===== config.mk =====
export PLATFORM = sky130hd
export DESIGN_NAME = uart_tx_fifo
export DESIGN_NICKNAME = d
export VERILOG_FILES = /design/src/rtl/uart_pkg.sv /design/src/rtl/uart_sync_fifo.sv /design/src/rtl/uart_tx_fifo.sv
export SDC_FILE = /design/constraint.sdc
export NUM_CORES = 1
export LEC_CHECK = 0
export ABC_CLOCK_PERIOD_IN_PS = 11100
export BUFFER_PORTS_ARGS = -buffer_cell sky130_fd_sc_hd__buf_2
export CORE_ASPECT_RATIO = 1.25
export CORE_UTILIZATION = 45
export CTS_BUF_LIST = sky130_fd_sc_hd__clkbuf_4 sky130_fd_sc_hd__clkbuf_8
export DETAILED_ROUTE_END_ITERATION = 16
export SETUP_SLACK_MARGIN = 0.15
export SKIP_LAST_GASP = 1
export SLEW_MARGIN = 20
export SYNTH_ARGS = -nofsm -noshare
export SYNTH_HDL_FRONTEND = slang
export SYNTH_SLANG_ARGS = --single-unit

===== constraint.sdc =====
create_clock -name CLK -period 11.1 [get_ports CLK]
set_input_delay 1.11 -clock CLK [delete_from_list [all_inputs] [get_ports CLK]]
set_output_delay 1.11 -clock CLK [all_outputs]
set_load 0.005 [all_outputs]

===== src/rtl/uart_pkg.sv =====
// Shared definitions for the buffered UART transmitter: FSM encoding,
// parity-type constants and the occupancy-counter width helper.
package uart_pkg;

  typedef enum logic [2:0] {
    ST_IDLE,
    ST_START,
    ST_DATA,
    ST_PARITY,
    ST_STOP
  } txState_e;

  localparam logic PAR_EVEN = 1'b0;
  localparam logic PAR_ODD  = 1'b1;

  // One extra bit so a completely full FIFO can be represented.
  function automatic int countWidth(input int depth);
    return $clog2(depth) + 1;
  endfunction

endpackage


===== src/rtl/uart_sync_fifo.sv =====
// Single-clock show-ahead FIFO; pointers carry one extra wrap bit so
// occupancy is their difference and full/empty are unambiguous.
module uart_sync_fifo
  import uart_pkg::*;
#(
  parameter int DATA_WIDTH = 8,
  parameter int FIFO_DEPTH = 8
) (
  input  logic                         clk,
  input  logic                         rst,
  input  logic                         wr_en,
  input  logic [DATA_WIDTH-1:0]        wr_data,
  input  logic                         rd_en,
  output logic [DATA_WIDTH-1:0]        rd_data,
  output logic                         full,
  output logic [$clog2(FIFO_DEPTH):0]  count
);

  localparam int AW = $clog2(FIFO_DEPTH);
  localparam int CW = countWidth(FIFO_DEPTH);

  logic [DATA_WIDTH-1:0] mem [FIFO_DEPTH];
  logic [CW-1:0]         wrPtr_q, wrPtr_d;
  logic [CW-1:0]         rdPtr_q, rdPtr_d;
  logic                  full_q, full_d;
  logic                  wrAccept, rdAccept;

  assign count   = wrPtr_q - rdPtr_q;
  assign full    = full_q;
  assign rd_data = mem[rdPtr_q[AW-1:0]];

  // Writes are gated by the registered full flag, so a same-cycle pop
  // never rescues a write that arrives while full.
  always_comb begin
    wrAccept = wr_en && !full_q;
    rdAccept = rd_en && (count != '0);
    wrPtr_d  = wrPtr_q + CW'(wrAccept);
    rdPtr_d  = rdPtr_q + CW'(rdAccept);
    full_d   = (wrPtr_d - rdPtr_d) == CW'(FIFO_DEPTH);
  end

  always_ff @(posedge clk) begin
    if (wrAccept) begin
      mem[wrPtr_q[AW-1:0]] <= wr_data;
    end
  end

  always_ff @(posedge clk or posedge rst) begin
    if (rst) begin
      wrPtr_q <= '0;
      rdPtr_q <= '0;
      full_q  <= 1'b0;
    end else begin
      wrPtr_q <= wrPtr_d;
      rdPtr_q <= rdPtr_d;
      full_q  <= full_d;
    end
  end

endmodule


===== src/rtl/uart_tx_fifo.sv =====
// Buffered UART transmitter: FIFO-fed frame FSM with a per-frame latched
// configuration, internal bit-period divider and registered serial output.
module uart_tx_fifo
  import uart_pkg::*;
#(
  parameter int DATA_WIDTH   = 8,
  parameter int FIFO_DEPTH   = 8,
  parameter int PRESCALE_MAX = 32
) (
  input  logic                          CLK,
  input  logic                          RST,
  input  logic [DATA_WIDTH-1:0]         WR_Data,
  input  logic                          WR_En,
  input  logic [$clog2(PRESCALE_MAX):0] Prescale,
  input  logic                          PAR_EN,
  input  logic                          PAR_TYP,
  input  logic                          STOP2,
  input  logic                          OVF_CLR,
  output logic                          TX_OUT,
  output logic                          Busy,
  output logic                          FULL,
  output logic [$clog2(FIFO_DEPTH):0]   COUNT,
  output logic                          OVERFLOW
);

  localparam int PW = $clog2(PRESCALE_MAX) + 1;
  localparam int IW = $clog2(DATA_WIDTH);

  txState_e              state_q, state_d;
  logic [PW-1:0]         cnt_q, cnt_d;
  logic [PW-1:0]         period_q, period_d;
  logic [IW-1:0]         idx_q, idx_d;
  logic [DATA_WIDTH-1:0] shift_q, shift_d;
  logic                  parEn_q, parEn_d;
  logic                  parBit_q, parBit_d;
  logic                  stop2_q, stop2_d;
  logic                  tx_q, tx_d;
  logic                  ovf_q, ovf_d;

  logic                  pop, loadNext, bitDone;
  logic [PW-1:0]         presetIn;
  logic [DATA_WIDTH-1:0] headData;
  logic                  fifoFull;
  logic [$clog2(FIFO_DEPTH):0] fifoCount;

  uart_sync_fifo #(
    .DATA_WIDTH (DATA_WIDTH),
    .FIFO_DEPTH (FIFO_DEPTH)
  ) u_fifo (
    .clk     (CLK),
    .rst     (RST),
    .wr_en   (WR_En),
    .wr_data (WR_Data),
    .rd_en   (pop),
    .rd_data (headData),
    .full    (fifoFull),
    .count   (fifoCount)
  );

  assign TX_OUT   = tx_q;
  assign Busy     = (state_q != ST_IDLE);
  assign FULL     = fifoFull;
  assign COUNT    = fifoCount;
  assign OVERFLOW = ovf_q;

  always_comb begin
    state_d  = state_q;
    cnt_d    = cnt_q;
    period_d = period_q;
    idx_d    = idx_q;
    shift_d  = shift_q;
    parEn_d  = parEn_q;
    parBit_d = parBit_q;
    stop2_d  = stop2_q;
    tx_d     = tx_q;
    pop      = 1'b0;
    loadNext = 1'b0;
    bitDone  = (cnt_q == '0);
    presetIn = (Prescale == '0) ? '0 : Prescale - PW'(1);

    if (state_q != ST_IDLE && !bitDone) begin
      cnt_d = cnt_q - PW'(1);
    end

    // tx_d always holds the level of the bit that starts on this edge.
    case (state_q)
      ST_IDLE: begin
        tx_d = 1'b1;
        if (fifoCount != '0) loadNext = 1'b1;
      end
      ST_START: begin
        if (bitDone) begin
          state_d = ST_DATA;
          cnt_d   = period_q;
          idx_d   = '0;
          tx_d    = shift_q[0];
        end
      end
      ST_DATA: begin
        if (bitDone) begin
          cnt_d = period_q;
          if (idx_q == IW'(DATA_WIDTH - 1)) begin
            idx_d = '0;
            if (parEn_q) begin
              state_d = ST_PARITY;
              tx_d    = parBit_q;
            end else begin
              state_d = ST_STOP;
              tx_d    = 1'b1;
            end
          end else begin
            idx_d   = idx_q + IW'(1);
            shift_d = shift_q >> 1;
            tx_d    = shift_q[1];
          end
        end
      end
      ST_PARITY: begin
        if (bitDone) begin
          state_d = ST_STOP;
          cnt_d   = period_q;
          idx_d   = '0;
          tx_d    = 1'b1;
        end
      end
      ST_STOP: begin
        if (bitDone) begin
          if (stop2_q && idx_q == '0) begin
            idx_d = IW'(1);
            cnt_d = period_q;
          end else if (fifoCount != '0) begin
            loadNext = 1'b1;
          end else begin
            state_d = ST_IDLE;
            tx_d    = 1'b1;
          end
        end
      end
      default: state_d = ST_IDLE;
    endcase

    // Configuration is sampled only here, so mid-frame input changes wait for the next pop.
    if (loadNext) begin
      pop      = 1'b1;
      state_d  = ST_START;
      cnt_d    = presetIn;
      period_d = presetIn;
      shift_d  = headData;
      parEn_d  = PAR_EN;
      parBit_d = (^headData) ^ (PAR_TYP == PAR_ODD);
      stop2_d  = STOP2;
      tx_d     = 1'b0;
    end

    if (WR_En && fifoFull) ovf_d = 1'b1;
    else if (OVF_CLR)      ovf_d = 1'b0;
    else                   ovf_d = ovf_q;
  end

  always_ff @(posedge CLK or posedge RST) begin
    if (RST) begin
      state_q  <= ST_IDLE;
      cnt_q    <= '0;
      period_q <= '0;
      idx_q    <= '0;
      shift_q  <= '0;
      parEn_q  <= 1'b0;
      parBit_q <= 1'b0;
      stop2_q  <= 1'b0;
      tx_q     <= 1'b1;
      ovf_q    <= 1'b0;
    end else begin
      state_q  <= state_d;
      cnt_q    <= cnt_d;
      period_q <= period_d;
      idx_q    <= idx_d;
      shift_q  <= shift_d;
      parEn_q  <= parEn_d;
      parBit_q <= parBit_d;
      stop2_q  <= stop2_d;
      tx_q     <= tx_d;
      ovf_q    <= ovf_d;
    end
  end

endmodule


Word level (Yosys, flattened, before mapping)

Memories as Yosys holds them, arrays and structs flattened.
Cells that the tools add are included.

Memories: 1
Register bits: 40
Output and inout port bits: 8
Memory bits (writable): 64
Word-level logic and storage cells: 112
Bits of input ports: 21

Memory list:

| memory     | depth | bits a word | rd ports | clocked after Yosys merged registers in | wr ports | RTL line             | text |
|---|---|---|---|---|---|---|---|
| u_fifo.mem | 8     | 8           | 1        | 0                                       | 1        | uart_sync_fifo.sv:22 | `logic [DATA_WIDTH-1:0] mem [FIFO_DEPTH];` |

Add/sub/neg operators: 7
Reduce and logical (&&, ||, !) cells: 25
Equal/unequal tests: 19
Bitwise operators: 1
Muxes and demuxes: 46

Operators with widths:

| operator                                            | number |
|---|---|
| two-way mux 3 bit                                   | 14 |
| two-way mux 6 bit                                   | 6 |
| two-way mux 8 bit                                   | 4 |
| inequality test 3 bit, second input constant        | 7 |
| two-way mux 1 bit                                   | 17 |
| case mux 3 bit (5 select lines)                     | 1 |
| zero test 6 bit                                     | 2 |
| case mux 6 bit (2 select lines)                     | 1 |
| subtractor 6 x 1 -> 6 bit, second input constant    | 2 |
| inequality test 2 bit, second input constant        | 5 |
| case mux 3 bit (3 select lines)                     | 1 |
| adder 4 x 1 -> 4 bit                                | 2 |
| AND reduction 8 bit                                 | 1 |
| XOR reduction 8 bit                                 | 1 |
| subtractor 4 bit                                    | 2 |
| AND reduction 7 bit                                 | 1 |
| equality test 3 x 2 -> 1 bit, second input constant | 2 |
| equality test 3 bit, second input constant          | 2 |
| zero test 3 bit                                     | 2 |
| nonzero test 2 bit                                  | 3 |
| nonzero test 3 bit                                  | 2 |
| nonzero test 6 bit                                  | 1 |
| logical AND 1 bit                                   | 5 |
| case mux 1 bit (5 select lines)                     | 1 |
| 12 further kinds                                    | 13 |

Longest topological paths before layout

Word-level depth: 11
Depth in mapped cells: 16
Depth with buffers taken out: 16

Cells and area by module

From an unflattened synthesis, not the netlist that was laid out.

Cell total of the unflattened synthesis: 369
Area total of the unflattened synthesis: 4,913.5 µm²

By module, submodules not included:

| module         | instances | cells each | area an instance (µm²) | sequential area each (µm²) |
|---|---|---|---|---|
| uart_sync_fifo | 1         | 176        | 3,074.2                | 2,147.1 |
| uart_tx_fifo   | 1         | 193        | 1,839.3                | 777.0 |

Least setup slack after synthesis

No wires, ideal clock.

Kind: register to register
From: reg u_fifo.rdPtr_q[1]
To: reg u_fifo.full_q (netlist: u_fifo.full)
Stages on the path, launching flop included: 15
Buffers on the path: 1
Period minus slack after synthesis: 3.558 ns
Library setup time: 0.066 ns
Slack: 7.542 ns
Required time: 11.034 ns
Arrival: 3.491 ns
Path through: dfrtp_1 clkbuf_1 inv_2 fa_1 xor2_1 or3_1 o31a_1 nand2_1 clkinv_1 ha_1 xnor2_1 ha_1 a21o_1 o31ai_1 and3_1

Longest elaborated chain between the ends: 11

Ends and longest elaborated chain:

| what                            | RTL line                                                      | text |
|---|---|---|
| start: declaration              | uart_sync_fifo.sv:24                                          | `logic [CW-1:0] rdPtr_q, rdPtr_d;` |
| start signal: assignment        | uart_sync_fifo.sv:55                                          | `rdPtr_q <= rdPtr_d;` |
| subtractor 4 bit (*)            | uart_sync_fifo.sv:28                                          | `assign count = wrPtr_q - rdPtr_q;` |
| via COUNT[2]                    | uart_tx_fifo.sv:22                                            | `output logic [$clog2(FIFO_DEPTH):0] COUNT,` |
| nonzero test 4 bit (*)          | uart_sync_fifo.sv:36, uart_tx_fifo.sv:89, uart_tx_fifo.sv:131 |  |
| two-way mux 1 bit               | uart_tx_fifo.sv:89, uart_tx_fifo.sv:131                       |  |
| two-way mux 1 bit               | uart_tx_fifo.sv:128                                           | `if (stop2_q && idx_q == '0) begin` |
| two-way mux 1 bit               | uart_tx_fifo.sv:127                                           | `if (bitDone) begin` |
| case mux 1 bit (2 select lines) | uart_tx_fifo.sv:86                                            | `case (state_q)` |
| two-way mux 1 bit               | uart_tx_fifo.sv:143                                           | `if (loadNext) begin` |
| logical AND 1 bit (*)           | uart_sync_fifo.sv:36                                          | `rdAccept = rd_en && (count != '0);` |
| adder 4 x 1 -> 4 bit (*)        | uart_sync_fifo.sv:38                                          | `rdPtr_d = rdPtr_q + CW'(rdAccept);` |
| subtractor 4 bit (*)            | uart_sync_fifo.sv:39                                          | `full_d = (wrPtr_d - rdPtr_d) == CW'(FIFO_DEPTH);` |
| equality test 4 bit (*)         | uart_sync_fifo.sv:39                                          |  |
| via u_fifo.full_d               | uart_sync_fifo.sv:25                                          | `logic full_q, full_d;` |
| end signal: assignment          | uart_sync_fifo.sv:56                                          | `full_q <= full_d;` |
| end: declaration                | uart_sync_fifo.sv:25                                          |  |

The timed path passes the listed nets; every way through them passes the cells marked *.
A chain may end at the register's enable or synchronous reset.

Worst setup path after layout

From: reg u_fifo.rdPtr_q[2]
To: reg u_fifo.full_q (netlist: u_fifo.full)

Longest elaborated chain between the ends: 11

Ends and longest elaborated chain:

| what                            | RTL line |
|---|---|
| subtractor 4 bit                | uart_sync_fifo.sv:28 |
| nonzero test 4 bit              | uart_sync_fifo.sv:36, uart_tx_fifo.sv:89, uart_tx_fifo.sv:131 |
| two-way mux 1 bit               | uart_tx_fifo.sv:89, uart_tx_fifo.sv:131 |
| two-way mux 1 bit               | uart_tx_fifo.sv:128 |
| two-way mux 1 bit               | uart_tx_fifo.sv:127 |
| case mux 1 bit (2 select lines) | uart_tx_fifo.sv:86 |
| two-way mux 1 bit               | uart_tx_fifo.sv:143 |
| logical AND 1 bit               | uart_sync_fifo.sv:36 |
| adder 4 x 1 -> 4 bit (*)        | uart_sync_fifo.sv:38 |
| subtractor 4 bit (*)            | uart_sync_fifo.sv:39 |
| equality test 4 bit (*)         | uart_sync_fifo.sv:39 |
| via u_fifo.full_d               | uart_sync_fifo.sv:25 |

Marks and branches as above.

==> reports/metrics.cfg <==
[sta]
setup_violations = 0
timing.setup.tns_ns = 0
max_slew_margin_pct = 30.1
hold_viol = 0
tightest_slew_ns = 1.04
finClkSkew_ns = 0.00883
maxSlewViolCount = 0
period_share_pct = 39.6
timing.fmax_mhz = 227
post-route-min-period_ns = 4.40
rsz0062_at_grt = false

[setup_path]
cpPeakStageDelay_ns = 0.71
crit_top_cell = ha_1
critPathSlowestCell = dfrtp_1
required_ns = 11.42
critPathArrivalTime_ns = 4.71
path_max_fanout = 14
path_class = reg2reg
endpoint_kind = flop
worstPathCellList = inv_1 -> ha_1 -> xor2_1 -> or3_1 -> o31a_1 -> nand2_1 -> clkinv_1 -> ha_1 -> xnor2_1 -> ha_1 -> a21o_1 -> o31ai_1 -> and3_1
startpoint_type = flop

[run_status]
outcome = completed

[cts]
cts_buffers = 9
post_cts_buffers = 0
cts_resized = 0
clock_sinks = 104
cts_root_buffer = clkbuf_8
cts_hold_buf = 0
clockBufferDepth = 2
clk_pin_slew_ns = 0.10
clk_latency_ns = 0.37
cts_tree = yes
h-tree-depth = 3

[power]
vdd_drop_max_mv = 0.113
clkPwrFrac_pct = 13.2
cellPowerDensity_nw_per_um2 = 299
sequentialPowerShare_pct = 37.3
switching_power_mw = 0.633
p_int_mw = 0.970
pwr-share-comb_pct = 49.5
power_switching_share_pct = 39.5
p_leak_nw = 2.16

[yosys]
synth_enable_flop_cells = 64
synth.avg_cell_area_um2 = 13.7
ys_async_sr_fraction_pct = 38.5
yosysTopAreaCellShare_pct = 39.1
yosysWarnings = 0
syn_nets = 397
seq_area_frac_synth_pct = 59.5
synth_cell_types = 56
synth.ff_latch_count = 104
yosys_most_used_dff = edfxtp_1
yosysTopAreaCell = edfxtp_1
netlist_top_cells_area = edfxtp_1, dfrtp_1, mux4_1, ha_1, inv_1
netlist_area_um2 = 4910
synth_cells = 359

[route]
routed_wl_um = 9440
dr.pass1.iters = 4
vias_per_cell = 5.57
dr.first_iter.drc_count = 101
dr_total_vias = 2935
drc = 0
wl_per_cell_um = 17.9
ant_nets = 0

[global_routing]
grt_max_degree = 41
grt-ovfl-total = 0
antenna_found_initial = 0
grt_pass1_vias = 3005
grt_pass1_wl_um = 15000
grt_usage_pct = 18.2

[cells_and_area]
final-instance-count-excl-fill = 527
area_delta_synth_final_pct = 9.04
nFillCells = 934
nets = 428
drive_gt1_share_pct = 15.2
diodes = 0

[run]
cap_viol_max_count = 0

[placement]
portBuffers = 28
dp.cells = 511
place_hpwl_um = 6630
gp_congestion = 0.750

[floorplanning]
dieWidth_um = 95.4
initial_core_util_pct = 46.3
core_area_um2 = 10600
ioPinCount = 29
die_h_um = 119
rows = 42
dieArea_um2 = 11300

[worst_hold_path]
min_path_type = reg2reg

[cell families after synthesis]
| kind of cell | count (synthesis) | synth area share (%) |
|---|---|---|
| adders and majority gates | 17 | 4.48 |
| muxes | 31 | 11.7 |
| buffers and inverters | 49 | 4.25 |
| xor gates and xnor gates | 23 | 4.53 |
| AOI/OAI and AO/OA | 59 | 7.92 |
| and+or+nand+nor | 76 | 7.54 |
| DFF | 104 | 59.5 |
[critical path: cells and delay by family, from the launching register on]
kind	cells	cell delay, ns
buf+inv	2	0.66
simple gates	3	0.89
fa+ha+maj	3	0.98
flops	1	0.71
compound gates	3	0.74
xor+xnor	2	0.36
[power groups by stage]
stage	Combinational (mW)	Clock, mW	Sequential (mW)
final	0.794	0.211	0.598
after global routing	0.884	0.231	0.611
after CTS	0.800	0.218	0.598
after detailed placement	0.794	0	0.608
after global placement	0.775	0	0.604
after floorplan	0.629	0	0.572
[cell usage after synthesis, types with 3 or more instances]
master / instances
edfxtp_1: 64
dfrtp_1: 39
inv_1: 37
nand2_1: 26
ha_1: 16
nor2_1: 15
o21ai_0: 15
mux4_1: 14
xnor2_1: 11
xor2_1: 10
a21oi_1: 8
mux2i_1: 8
nand3_1: 8
clkbuf_1: 7
nor3_1: 7
a31oi_1: 6
mux2_2: 6
o221ai_1: 5
o22ai_1: 5
a32oi_1: 3
o2bb2ai_1: 3
or3_1: 3
[sequential cells by signal, summed over array words and instances, names as in the netlist]
signal,count
OVERFLOW,1
TX_OUT,1
cnt_q,6
idx_q,3
parBit_q,1
parEn_q,1
period_q,6
shift_q,8
state_q,3
stop2_q,1
u_fifo.full,1
u_fifo.mem,64
u_fifo.rdPtr_q,4
u_fifo.wrPtr_q,4
[layer usage]
metal,up-vias,routed length (um),track usage (%)
li1,1405,-,-
met1,1461,3980,21.7
met2,51,4880,31.5
met3,18,273,2.77
met4,0,302,8.96
met5,-,0,0
[cell type report]
class / count / area [um^2] / share of cell area, %
Clock buffer: 9 / 124 / 2.31
Clock inverter: 7 / 47.5 / 0.888
Inverter: 39 / 146 / 2.73
Multi-Input combinational cell: 206 / 1790 / 33.5
Sequential cell: 104 / 2920 / 54.6
Tap cell: 132 / 165 / 3.08
Timing Repair Buffer: 30 / 155 / 2.90
[cells in the final DEF (no fill, tap or decap), drive strengths merged, types with 5 or more instances in the layout]
cell,count
dfrtp,39
a21oi,8
nor3,7
nor2,15
xor2,10
ha,16
inv,39
a31oi,6
clkinv,7
mux2i,8
edfxtp,64
nand3,8
mux4,16
o221ai,5
buf,30
xnor2,12
mux2,7
o22ai,5
o21ai,17
clkbuf,9
nand2,26
[stage by stage]
step / hold slack, ns / power [mW] / setup slack, ns / util [%] / area (um^2)
after floorplan: 0.454 / 1.20 / 7.54 / - / 4910
after global placement: 0.456 / 1.38 / 6.88 / 48.8 / 5180
after detailed placement: 0.468 / 1.40 / 6.73 / 48.8 / 5180
after CTS: 0.491 / 1.62 / 6.70 / 50.4 / 5350
after global routing: 0.519 / 1.73 / 6.39 / 50.4 / 5360
final: 0.489 / 1.60 / 6.70 / 50.4 / 5360
[final timing paths]
kind / from / endpoint / slack (ns) / cells past startpoint
min: TX_OUT / TX_OUT / 0.49 / 2
max: u_fifo.rdPtr_q[2] / u_fifo.full / 6.70 / 13
min in group asynchronous: RST / OVERFLOW / 0.84 / 3
max reg2reg: u_fifo.rdPtr_q[2] / u_fifo.full / 6.70 / 13
min reg2reg: TX_OUT / TX_OUT / 0.49 / 2
max in group asynchronous: RST / TX_OUT / 9.88 / 3
Power figures use the tool's default switching activity.
